==> config.mk <==
export PLATFORM = sky130hd
export DESIGN_NAME = divclk_monitor_flat
export DESIGN_NICKNAME = d
export VERILOG_FILES = /design/src/rtl/divclk_monitor_if.sv /design/src/rtl/divclk_monitor.sv /design/src/flat_wrapper.sv
export SDC_FILE = /design/constraint.sdc
export NUM_CORES = 1
export LEC_CHECK = 0
export CAP_MARGIN = 15
export CORE_ASPECT_RATIO = 0.6
export CORE_MARGIN = 2
export CORE_UTILIZATION = 25
export DETAILED_ROUTE_END_ITERATION = 6
export REMOVE_ABC_BUFFERS = 1
export SYNTH_ARGS = -nofsm -noshare
export SYNTH_HDL_FRONTEND = slang
export SYNTH_SLANG_ARGS = --single-unit
==> constraint.sdc <==
create_clock -name clk -period 6.6 [get_ports clk]
set_input_delay 0.99 -clock clk [delete_from_list [all_inputs] [get_ports clk]]
set_output_delay 0.99 -clock clk [all_outputs]
set_load 0.02 [all_outputs]
==> src/rtl/divclk_monitor_if.sv <==
// divclk_monitor_if: divided-clock input plus the monitor's strobes, measurement and status
interface divclk_monitor_if;
  logic        div_clk_in;
  logic        rise_pulse;
  logic        fall_pulse;
  logic [31:0] half_period;
  logic        period_valid;
  logic        locked;
  logic        fault;
  modport master (
    output div_clk_in,
    input  rise_pulse, fall_pulse, half_period, period_valid, locked, fault
  );
  modport slave (
    input  div_clk_in,
    output rise_pulse, fall_pulse, half_period, period_valid, locked, fault
  );
endinterface

==> src/rtl/divclk_monitor.sv <==
// divclk_monitor: samples a divided clock, strobes its edges, measures half-periods and tracks lock
module divclk_monitor #(
  parameter int unsigned N_EXP       = 5000,
  parameter int unsigned TOL         = 4,
  parameter int unsigned LOCK_CNT    = 4,
  parameter int unsigned SYNC_STAGES = 2
) (
  input logic             clk,
  input logic             rst,
  divclk_monitor_if.slave bus
);
  typedef enum logic [1:0] {IDLE, ACQUIRE, LOCKED, LOST} state_t;
  localparam logic [31:0] LO  = N_EXP > TOL ? 32'(N_EXP - TOL) : 32'd0;
  localparam logic [31:0] HI  = 32'(N_EXP + TOL);
  localparam logic [31:0] TMO = 32'(2 * N_EXP);
  localparam int GW = $clog2(LOCK_CNT + 1);
  state_t state_q, state_d;
  logic [SYNC_STAGES-1:0] s_q, s_d;
  logic [31:0] hcnt_q, hcnt_d, half_period_q, half_period_d, meas;
  logic [GW-1:0] good_q, good_d, good_inc;
  logic prev_q, prev_d, s_last, edge_ev, armed, match;
  logic rise_pulse_q, rise_pulse_d, fall_pulse_q, fall_pulse_d;
  logic period_valid_q, period_valid_d, locked_q, locked_d, fault_q, fault_d;
  always_comb begin
    s_d = SYNC_STAGES'({s_q, bus.div_clk_in});
    s_last = s_q[SYNC_STAGES-1];
    prev_d = s_last;
    edge_ev = s_last ^ prev_q;
    meas = &hcnt_q ? hcnt_q : hcnt_q + 32'd1;
    hcnt_d = edge_ev ? '0 : meas;
    match = meas >= LO && meas <= HI;
    armed = state_q == ACQUIRE || state_q == LOCKED;
    good_inc = good_q + GW'(1);
    rise_pulse_d = s_last & ~prev_q;
    fall_pulse_d = ~s_last & prev_q;
    period_valid_d = edge_ev & armed;
    half_period_d = period_valid_d ? meas : half_period_q;
    locked_d = state_q == LOCKED;
    fault_d = fault_q | (state_q == LOST);
    state_d = state_q;
    good_d = good_q;
    // an edge always wins over a same-cycle timeout; its long measurement mismatches anyway
    if (edge_ev && !armed) begin
      state_d = ACQUIRE;
      good_d = '0;
    end else if (edge_ev && !match) begin
      state_d = state_q == LOCKED ? LOST : ACQUIRE;
      good_d = '0;
    end else if (edge_ev && state_q == ACQUIRE) begin
      good_d = good_inc;
      state_d = good_inc == GW'(LOCK_CNT) ? LOCKED : ACQUIRE;
    end else if (!edge_ev && armed && hcnt_q == TMO) begin
      state_d = LOST;
    end
  end
  always_ff @(posedge clk) begin
    if (rst) begin
      state_q <= IDLE;
      s_q <= '0;
      prev_q <= 1'b0;
      hcnt_q <= '0;
      good_q <= '0;
      half_period_q <= '0;
      rise_pulse_q <= 1'b0;
      fall_pulse_q <= 1'b0;
      period_valid_q <= 1'b0;
      locked_q <= 1'b0;
      fault_q <= 1'b0;
    end else begin
      state_q <= state_d;
      s_q <= s_d;
      prev_q <= prev_d;
      hcnt_q <= hcnt_d;
      good_q <= good_d;
      half_period_q <= half_period_d;
      rise_pulse_q <= rise_pulse_d;
      fall_pulse_q <= fall_pulse_d;
      period_valid_q <= period_valid_d;
      locked_q <= locked_d;
      fault_q <= fault_d;
    end
  end
  assign bus.rise_pulse = rise_pulse_q;
  assign bus.fall_pulse = fall_pulse_q;
  assign bus.half_period = half_period_q;
  assign bus.period_valid = period_valid_q;
  assign bus.locked = locked_q;
  assign bus.fault = fault_q;
endmodule

==> src/flat_wrapper.sv <==
// flat-port wrapper written by rule: the top's interface ports become plain ports
module divclk_monitor_flat 
#(
  parameter int unsigned N_EXP       = 5000,
  parameter int unsigned TOL         = 4,
  parameter int unsigned LOCK_CNT    = 4,
  parameter int unsigned SYNC_STAGES = 2
)
  (clk, rst, bus_div_clk_in, bus_rise_pulse, bus_fall_pulse, bus_half_period, bus_period_valid, bus_locked, bus_fault);
  divclk_monitor_if bus_i ();
  input logic clk;
  input logic rst;
  input wire logic [$bits(bus_i.div_clk_in)-1:0] bus_div_clk_in;
  output wire logic [$bits(bus_i.rise_pulse)-1:0] bus_rise_pulse;
  output wire logic [$bits(bus_i.fall_pulse)-1:0] bus_fall_pulse;
  output wire logic [$bits(bus_i.half_period)-1:0] bus_half_period;
  output wire logic [$bits(bus_i.period_valid)-1:0] bus_period_valid;
  output wire logic [$bits(bus_i.locked)-1:0] bus_locked;
  output wire logic [$bits(bus_i.fault)-1:0] bus_fault;
  assign bus_i.div_clk_in = bus_div_clk_in;
  assign bus_rise_pulse = bus_i.rise_pulse;
  assign bus_fall_pulse = bus_i.fall_pulse;
  assign bus_half_period = bus_i.half_period;
  assign bus_period_valid = bus_i.period_valid;
  assign bus_locked = bus_i.locked;
  assign bus_fault = bus_i.fault;
  divclk_monitor #(.N_EXP(N_EXP), .TOL(TOL), .LOCK_CNT(LOCK_CNT), .SYNC_STAGES(SYNC_STAGES)) u_core (.clk(clk), .rst(rst), .bus(bus_i));
endmodule
# ---- Yosys cells after proc, flatten, opt, wreduce, memory -nomap -nowiden
# Cells that the tools add are included.
dict set report op_classes {
  eq_ne 5
  muxes 7
  n_reduce_logical 16
  addsub 2
  order_cmp 2
  bitwise_logic 7
}
# cell n
set op_table {}
lappend op_table {{$add A32 B1 Y32 const B} 1}
lappend op_table {{$eq A32 B14 Y1 const B} 1}
lappend op_table {{$ge A32 B13 Y1 const B} 1}
lappend op_table {{$le A32 B13 Y1 const B} 1}
lappend op_table {{$mux W32} 1}
lappend op_table {{$reduce_and A32 Y1} 1}
lappend op_table {{$mux W2} 5}
lappend op_table {{$logic_and A1 B1 Y1} 6}
lappend op_table {{$eq A2 B2 Y1 const B} 2}
lappend op_table {{$reduce_bool A4 Y1} 1}
lappend op_table {{$reduce_or A2 Y1} 2}
lappend op_table {{$add A3 B1 Y3 const B} 1}
lappend op_table {{$and A1 B1 Y1} 3}
lappend op_table {{$eq A3 B3 Y1 const B} 1}
lappend op_table {{$logic_not A1 Y1} 3}
lappend op_table {{$reduce_bool A3 Y1} 1}
lappend op_table {{$reduce_or A3 Y1} 1}
lappend op_table {{$eq A2 B1 Y1 const B} 1}
lappend op_table {{$not A1 Y1} 2}
lappend op_table {{$logic_or A1 B1 Y1} 1}
lappend op_table {{$mux W1} 1}
lappend op_table {{$or A1 B1 Y1} 1}
lappend op_table {{$xor A1 B1 Y1} 1}
dict set report word_totals {
  regBits 77
  output_inout_bits 37
  input_bits 3
}

# ---- Depth between registers and ports, before layout
# Gate-level depths: netlist of the first run.
dict set report logic_depth {
  depth_word 8
  depth_mapped 13
  ltp_nobuf 10
}

# ---- Least setup slack after synthesis of the first run
# No wires, ideal clock.
dict set report synth_path {
  path_type {register to register}
  startpoint {reg u_core.hcnt_q[0]}
  endpoint {reg u_core.state_q[0]}
  stages_incl_launch_ff 14
  setup_slack_ns 3.158
  t_required_ns 6.485
  synth_period_minus_slack_ns 3.442
  n_path_buf 3
  t_arrival_ns 3.327
  path_cell_list {dfxtp_1 ha_1 buf_2 and4_1 buf_4 and3_1 clkbuf_1 nand3_1 nand3_1 mux2i_1 o2111ai_1 or4b_1 o41a_1 o21ba_1}
}
dict set report synth_between {
  elab_chain_cells 8
  word_cells_on_any_way 13
  classes_between {1 x add/sub; 2 x order compare; 1 x eq/ne; 3 x mux; 6 x reduce/logical}
}
# element line
set synth_lines {}
lappend synth_lines {{from (decl)} divclk_monitor.sv:19} ;# logic [31:0] hcnt_q, hcnt_d, half_period_q, half_period_d, meas;
lappend synth_lines {{from (signal assigned)} divclk_monitor.sv:73} ;# hcnt_q <= hcnt_d;
lappend synth_lines {{$add A32 B1 Y32 or $reduce_and A32 Y1 (tied branches)} divclk_monitor.sv:29} ;# meas = &hcnt_q ? hcnt_q : hcnt_q + 32'd1;
lappend synth_lines {{$mux W32} divclk_monitor.sv:29}
lappend synth_lines {{$ge A32 B13 Y1 or $le A32 B13 Y1 (tied branches)} divclk_monitor.sv:31} ;# match = meas >= LO && meas <= HI;
lappend synth_lines {{$logic_and A1 B1 Y1} divclk_monitor.sv:31}
lappend synth_lines {{$logic_not A1 Y1} divclk_monitor.sv:46} ;# end else if (edge_ev && !match) begin
lappend synth_lines {{$logic_and A1 B1 Y1} divclk_monitor.sv:46}
lappend synth_lines {{$mux W2} divclk_monitor.sv:46}
lappend synth_lines {{$mux W1} divclk_monitor.sv:43} ;# if (edge_ev && !armed) begin
lappend synth_lines {{to (signal assigned)} divclk_monitor.sv:70} ;# state_q <= state_d;
lappend synth_lines {{to (decl)} divclk_monitor.sv:17} ;# state_t state_q, state_d;
# Several ways; a longest one is shown, not always the timed one.
# A chain may end at the register's enable or synchronous reset.

# ---- Worst setup path in the final report of the first run
# Ends and elaborated chain as after synthesis.

==> results.toml, run 1 <==
[outcome]
status = "finished, final reports clean"

[finish]
drive_gt1_share_pct = 7.72
ff_latch_area_um2 = 1540
multi_input_area_um2 = 2130
final_area_um2 = 4690
nNetsFinal = 486
n_antenna_cell = 0
final_cell_count_no_fill = 677
fill_cells = 1561
postLayoutCoreUtil_pct = 32.0
syn_to_final_growth_pct = 23.1

[timing]
max_freq_ghz = 0.219
slew_headroom_pct = 32.1
fin_crit_ps = 4570
final_hold_viol_count = 0
timing.final.crit_share_pct = 69.3
rsz0062_at_grt = "no"
skew_ps = 5.24
setup_tns_ps = 0
setup_viol_count_final = 0
maxSlewViolCount = 0
worst_pin_slew_ps = 1010

[global_route]
grt_max_degree = 49
grt_pass1_wl_um = 18100
antenna_found_initial = 0
grt_usage_pct = 14.7
overflow = 0
grt_pass1_vias = 3151

[clocking]
numCtsBuffers = 9
cts_max_path_buffers = 2
cts_root_buffer = "clkbuf_16"
insertion_delay_ps = 340
cts_tree = "done"
htree_levels = 3
ctsHoldBuffers = 0
clkTransAtPathRegs_ps = 60
cts_resized = 0
clock_sinks = 77
post_cts_buffers = 0

[die]
die_w_um = 163
io_pins = 40
core_um2 = 14700
die_y_um = 99.6
rows = 34
initial_core_util_pct = 26.0
die_area_um2 = 16300

[route]
drtAntennaViolNets = 0
vias = 3297
drtPass1Iterations = 4
drc = 0
drtIter0Drc = 281
via_per_inst = 4.87
wl_per_cell_um = 16.8
wirelength_um = 11400

[setup_path]
crit_path_cell_trace = "ha_1 -> and4_1 -> nand3_2 -> a21oi_1 -> nor2_1 -> a2111oi_0 -> o2111ai_1 -> or4b_1 -> o41a_1 -> o21ba_1"
crit_path_start_kind = "flop"
cp.required_ps = 6830
cp_max_fo = 9
cpPeakStageDelay_ps = 610
worst-endpoint-arrival_ps = 4810
cp_slowest_cell = "a21oi_1"
cp-end-kind = "flop"
crit_family = "compound AO/OA/AOI/OAI gates"
crit_type = "reg -> reg"
cp.buffers_inverters = 0

[synth]
synth_top_area_share_pct = 40.5
synth_edf_count = 0
synthDistinctLibCells = 60
synthTopCellsByCount = "82 x nor2_1, 77 x dfxtp_1, 27 x a211oi_1"
ys.warnings.count = 0
yosysSeqAreaShare_pct = 40.5
synth_flop_cell = "dfxtp_1"
yosysMostFrequentCell = "nor2_1"
synth_cells = 446
synth_area_leaders = "dfxtp_1 40%, nor2_1 8.1%, a211oi_1 5.3%, xnor2_1 3.4%, xor2_1 3.0%"
synth_area_per_cell_um2 = 8.54
synth_top_cell_by_area = "dfxtp_1"
async_flop_share_pct = 0
netlist_area_um2 = 3810
yosys_register_bits = 77

[min_path]
hold_path_class = "reg -> reg"

[power]
leakage_nw = 1.64
finalPower_mw = 1.09
p_per_area_nw_per_um2 = 232
irDropWorstVdd_v = 0.000130

[placed_design]
io_buffer_count = 39
gp_congestion = 0.918
placed_area_um2 = 4360
hpwl_um = 8510
dp_cells = 661

[job]
drv_cap = 0
[worst reg2reg max path, stage by stage, from the launching register on]
cell and delay [ps]:
dfxtp_1 450, ha_1 350, and4_1 440, nand3_2 310, a21oi_1 610, nor2_1 160, a2111oi_0 520, o2111ai_1 300
or4b_1 590, o41a_1 530, o21ba_1 210
[per-layer routing]
layer	vias to the layer above	wire length [µm]	track usage (%)
li1	1649	-	-
met1	1544	6230	23.0
met2	96	4180	18.8
met3	8	867	4.92
met4	0	82	3.20
met5	-	0	0
[registers in the layout, indices dropped and copies added, names as in the netlist, 2 cells and up]
signal,flops
u_core.bus.half_period,32
u_core.hcnt_q,32
u_core.good_q,3
u_core.s_q,2
u_core.state_q,2
[final cells by class]
class	instances	area share [%]
Clock buffer	11	5.18
Multi-Input combinational cell	334	45.4
Inverter	10	0.800
Clock inverter	5	1.79
Tap cell	198	5.28
Sequential cell	77	32.9
Timing Repair Buffer	42	8.70
[stage by stage]
stage / hold slack (ps) / setup slack, ps
global route: 460 / 1690
global placement: 422 / 2090
finish: 437 / 2030
floorplan: 414 / 3140
detailed placement: 425 / 2090
CTS: 440 / 2070
[layout by cell type (no fill, tap or decap), drive strengths merged, types with 10 or more instances in the layout]
cell type,instances
clkdlybuf4s50,38
inv,10
nor3,17
dfxtp,77
xnor2,15
xor2,14
clkbuf,11
a211oi,27
nor2,82
nand2,23
nand3,18
a21oi,13
nand4,16
[final timing paths]
check                                            startpoint  depth (start not counted)                             end  slack, ps
worst max-delay path            u_core.hcnt_q[0]$_SDFF_PP0_                         10  u_core.state_q[0]$_SDFFE_PP0P_       2030
worst min-delay path               u_core.s_q[0]$_SDFF_PP0_                          1        u_core.s_q[1]$_SDFF_PP0_        440
worst max register to register  u_core.hcnt_q[0]$_SDFF_PP0_                         10  u_core.state_q[0]$_SDFFE_PP0P_       2030
worst min register to register     u_core.s_q[0]$_SDFF_PP0_                          1        u_core.s_q[1]$_SDFF_PP0_        440
[kinds of logic after synthesis]
| group | share of synthesized area (%) |
|---|---|
| XOR/XNOR | 6.87 |
| flip-flops | 40.5 |
| multiplexers | 1.87 |
| AO/OA/AOI/OAI | 13.9 |
| buffers and inverters | 3.84 |
| adder cells (fa/ha/maj) | 2.96 |
| AND/OR/NAND/NOR | 30.1 |
[power breakdown]
part,internal (mW),switching (mW)
Sequential,0.474,0.00705
Combinational,0.0269,0.0399
Clock,0.342,0.199
Note: power is estimated with default switching activity, not from simulation.
==> run 2, diff against run 1 <==
clock period = 4.25 ns   (was 6.6 ns; I/O delays follow)
==> results.toml, run 2 (same netlist as run 1, synthesis figures left out) <==
[route]
drtPass1Iterations = 5
drc = 0
m1WireLength_um = 6440
met2_length_um = 4210
wirelength_um = 11600
wl_per_cell_um = 16.8
drtIter0Drc = 312
top_layer_used = "met4"
vias = 3392
via_per_inst = 4.89
wl_met3_um = 883
drtAntennaViolNets = 0

[timing]
skew_ps = 8.63
setup_tns_ps = 0
maxSlewViolCount = 0
timing.final.crit_share_pct = 91.0
layout_setup_ws_ps = 383
fin_crit_ps = 3870
rsz0062_at_grt = "no"
setup_viol_count_final = 0
final_hold_viol_count = 0
max_freq_ghz = 0.259
worst_pin_slew_ps = 835
slew_headroom_pct = 44.2

[finish]
nNetsFinal = 503
syn_to_final_growth_pct = 25.8
final_area_um2 = 4790
final_cell_mix = "81 x nor2_1, 77 x dfxtp_1, 38 x clkdlybuf4s50_1"
n_antenna_cell = 0
postLayoutCoreUtil_pct = 32.7
layout_commonest_cell = "nor2_1"
drive_gt1_share_pct = 10.9

[global_route]
antenna_found_initial = 0
grt_pass1_vias = 3202
overflow = 0
grt_usage_pct = 14.8
grt_pass1_wl_um = 18400
grt_max_degree = 48

[setup_path]
worst-endpoint-arrival_ps = 4100
cp_max_fo = 8
cp-end-kind = "flop"
crit_path_start_kind = "flop"
cp.required_ps = 4480
crit_type = "reg -> reg"

[power]
finalPower_mw = 1.63
leakage_nw = 1.72
irDropWorstVdd_v = 0.000153
p_per_area_nw_per_um2 = 341

[job]
drv_cap = 0

[clocking]
clkTransAtPathRegs_ps = 60
numCtsBuffers = 9
cts_max_path_buffers = 2
clock_sinks = 77
cts_resized = 0
insertion_delay_ps = 340
cts_tree = "done"
htree_levels = 3
ctsHoldBuffers = 0
cts_root_buffer = "clkbuf_16"
post_cts_buffers = 0

[min_path]
hold_path_class = "reg -> reg"

[die]
die_area_um2 = 16300
die_y_um = 99.6
die_w_um = 163
io_pins = 40
core_um2 = 14700
rows = 34
initial_core_util_pct = 26.0

[placed_design]
io_buffer_count = 39
placed_area_um2 = 4490
hpwl_um = 8930
post-place-ws_ps = 489
gp_congestion = 1.04

[outcome]
status = "finished, final reports clean"
==> run 2: worst max-delay path: stages (launching register included) <==
cell and delay, ps:
dfxtp_1 440, ha_1 200, and4_1 380, and3_1 400, nand4_1 230, mux2i_1 400, and2_1 190, o2111ai_1 200
or4b_1 580, o41a_1 520, o21ba_1 210
==> run 2: path summary, 6_finish.rpt <==
path / from / to / slack [ps] / cells past startpoint
setup reg to reg: u_core.hcnt_q[0]$_SDFF_PP0_ / u_core.state_q[0]$_SDFFE_PP0P_ / 380 / 10
hold reg to reg: u_core.s_q[0]$_SDFF_PP0_ / u_core.s_q[1]$_SDFF_PP0_ / 440 / 1
setup / recovery: u_core.hcnt_q[0]$_SDFF_PP0_ / u_core.state_q[0]$_SDFFE_PP0P_ / 380 / 10
hold / removal: u_core.s_q[0]$_SDFF_PP0_ / u_core.s_q[1]$_SDFF_PP0_ / 440 / 1
==> run 2: layout make-up <==
cell class	count	area, µm²
Clock buffer	11	243
Clock inverter	5	58.8
Fill cell	1558	9880
Inverter	10	37.5
Multi-Input combinational cell	334	2130
Sequential cell	77	1540
Tap cell	198	248
Timing Repair Buffer	59	536
==> run 2: metal layers <==
layer  vias to the layer above  track usage, %
met1                      1575            23.7
met4                         0            3.81
met3                        12            4.34
li1                       1682               -
met2                       123            18.5
met5                         -               0
==> run 2: stage by stage <==
stage	instances	hold WS [ps]
CTS	694	442
global placement	678	424
finish	694	436
global route	694	468
detailed placement	678	426
floorplan	421	414
==> run 2: power breakdown <==
group / total (mW) / switching, mW / internal, mW
clock: 0.781 / 0.309 / 0.472
combinational: 0.105 / 0.0628 / 0.0423
sequential: 0.748 / 0.0110 / 0.736
total: 1.63 / 0.383 / 1.25
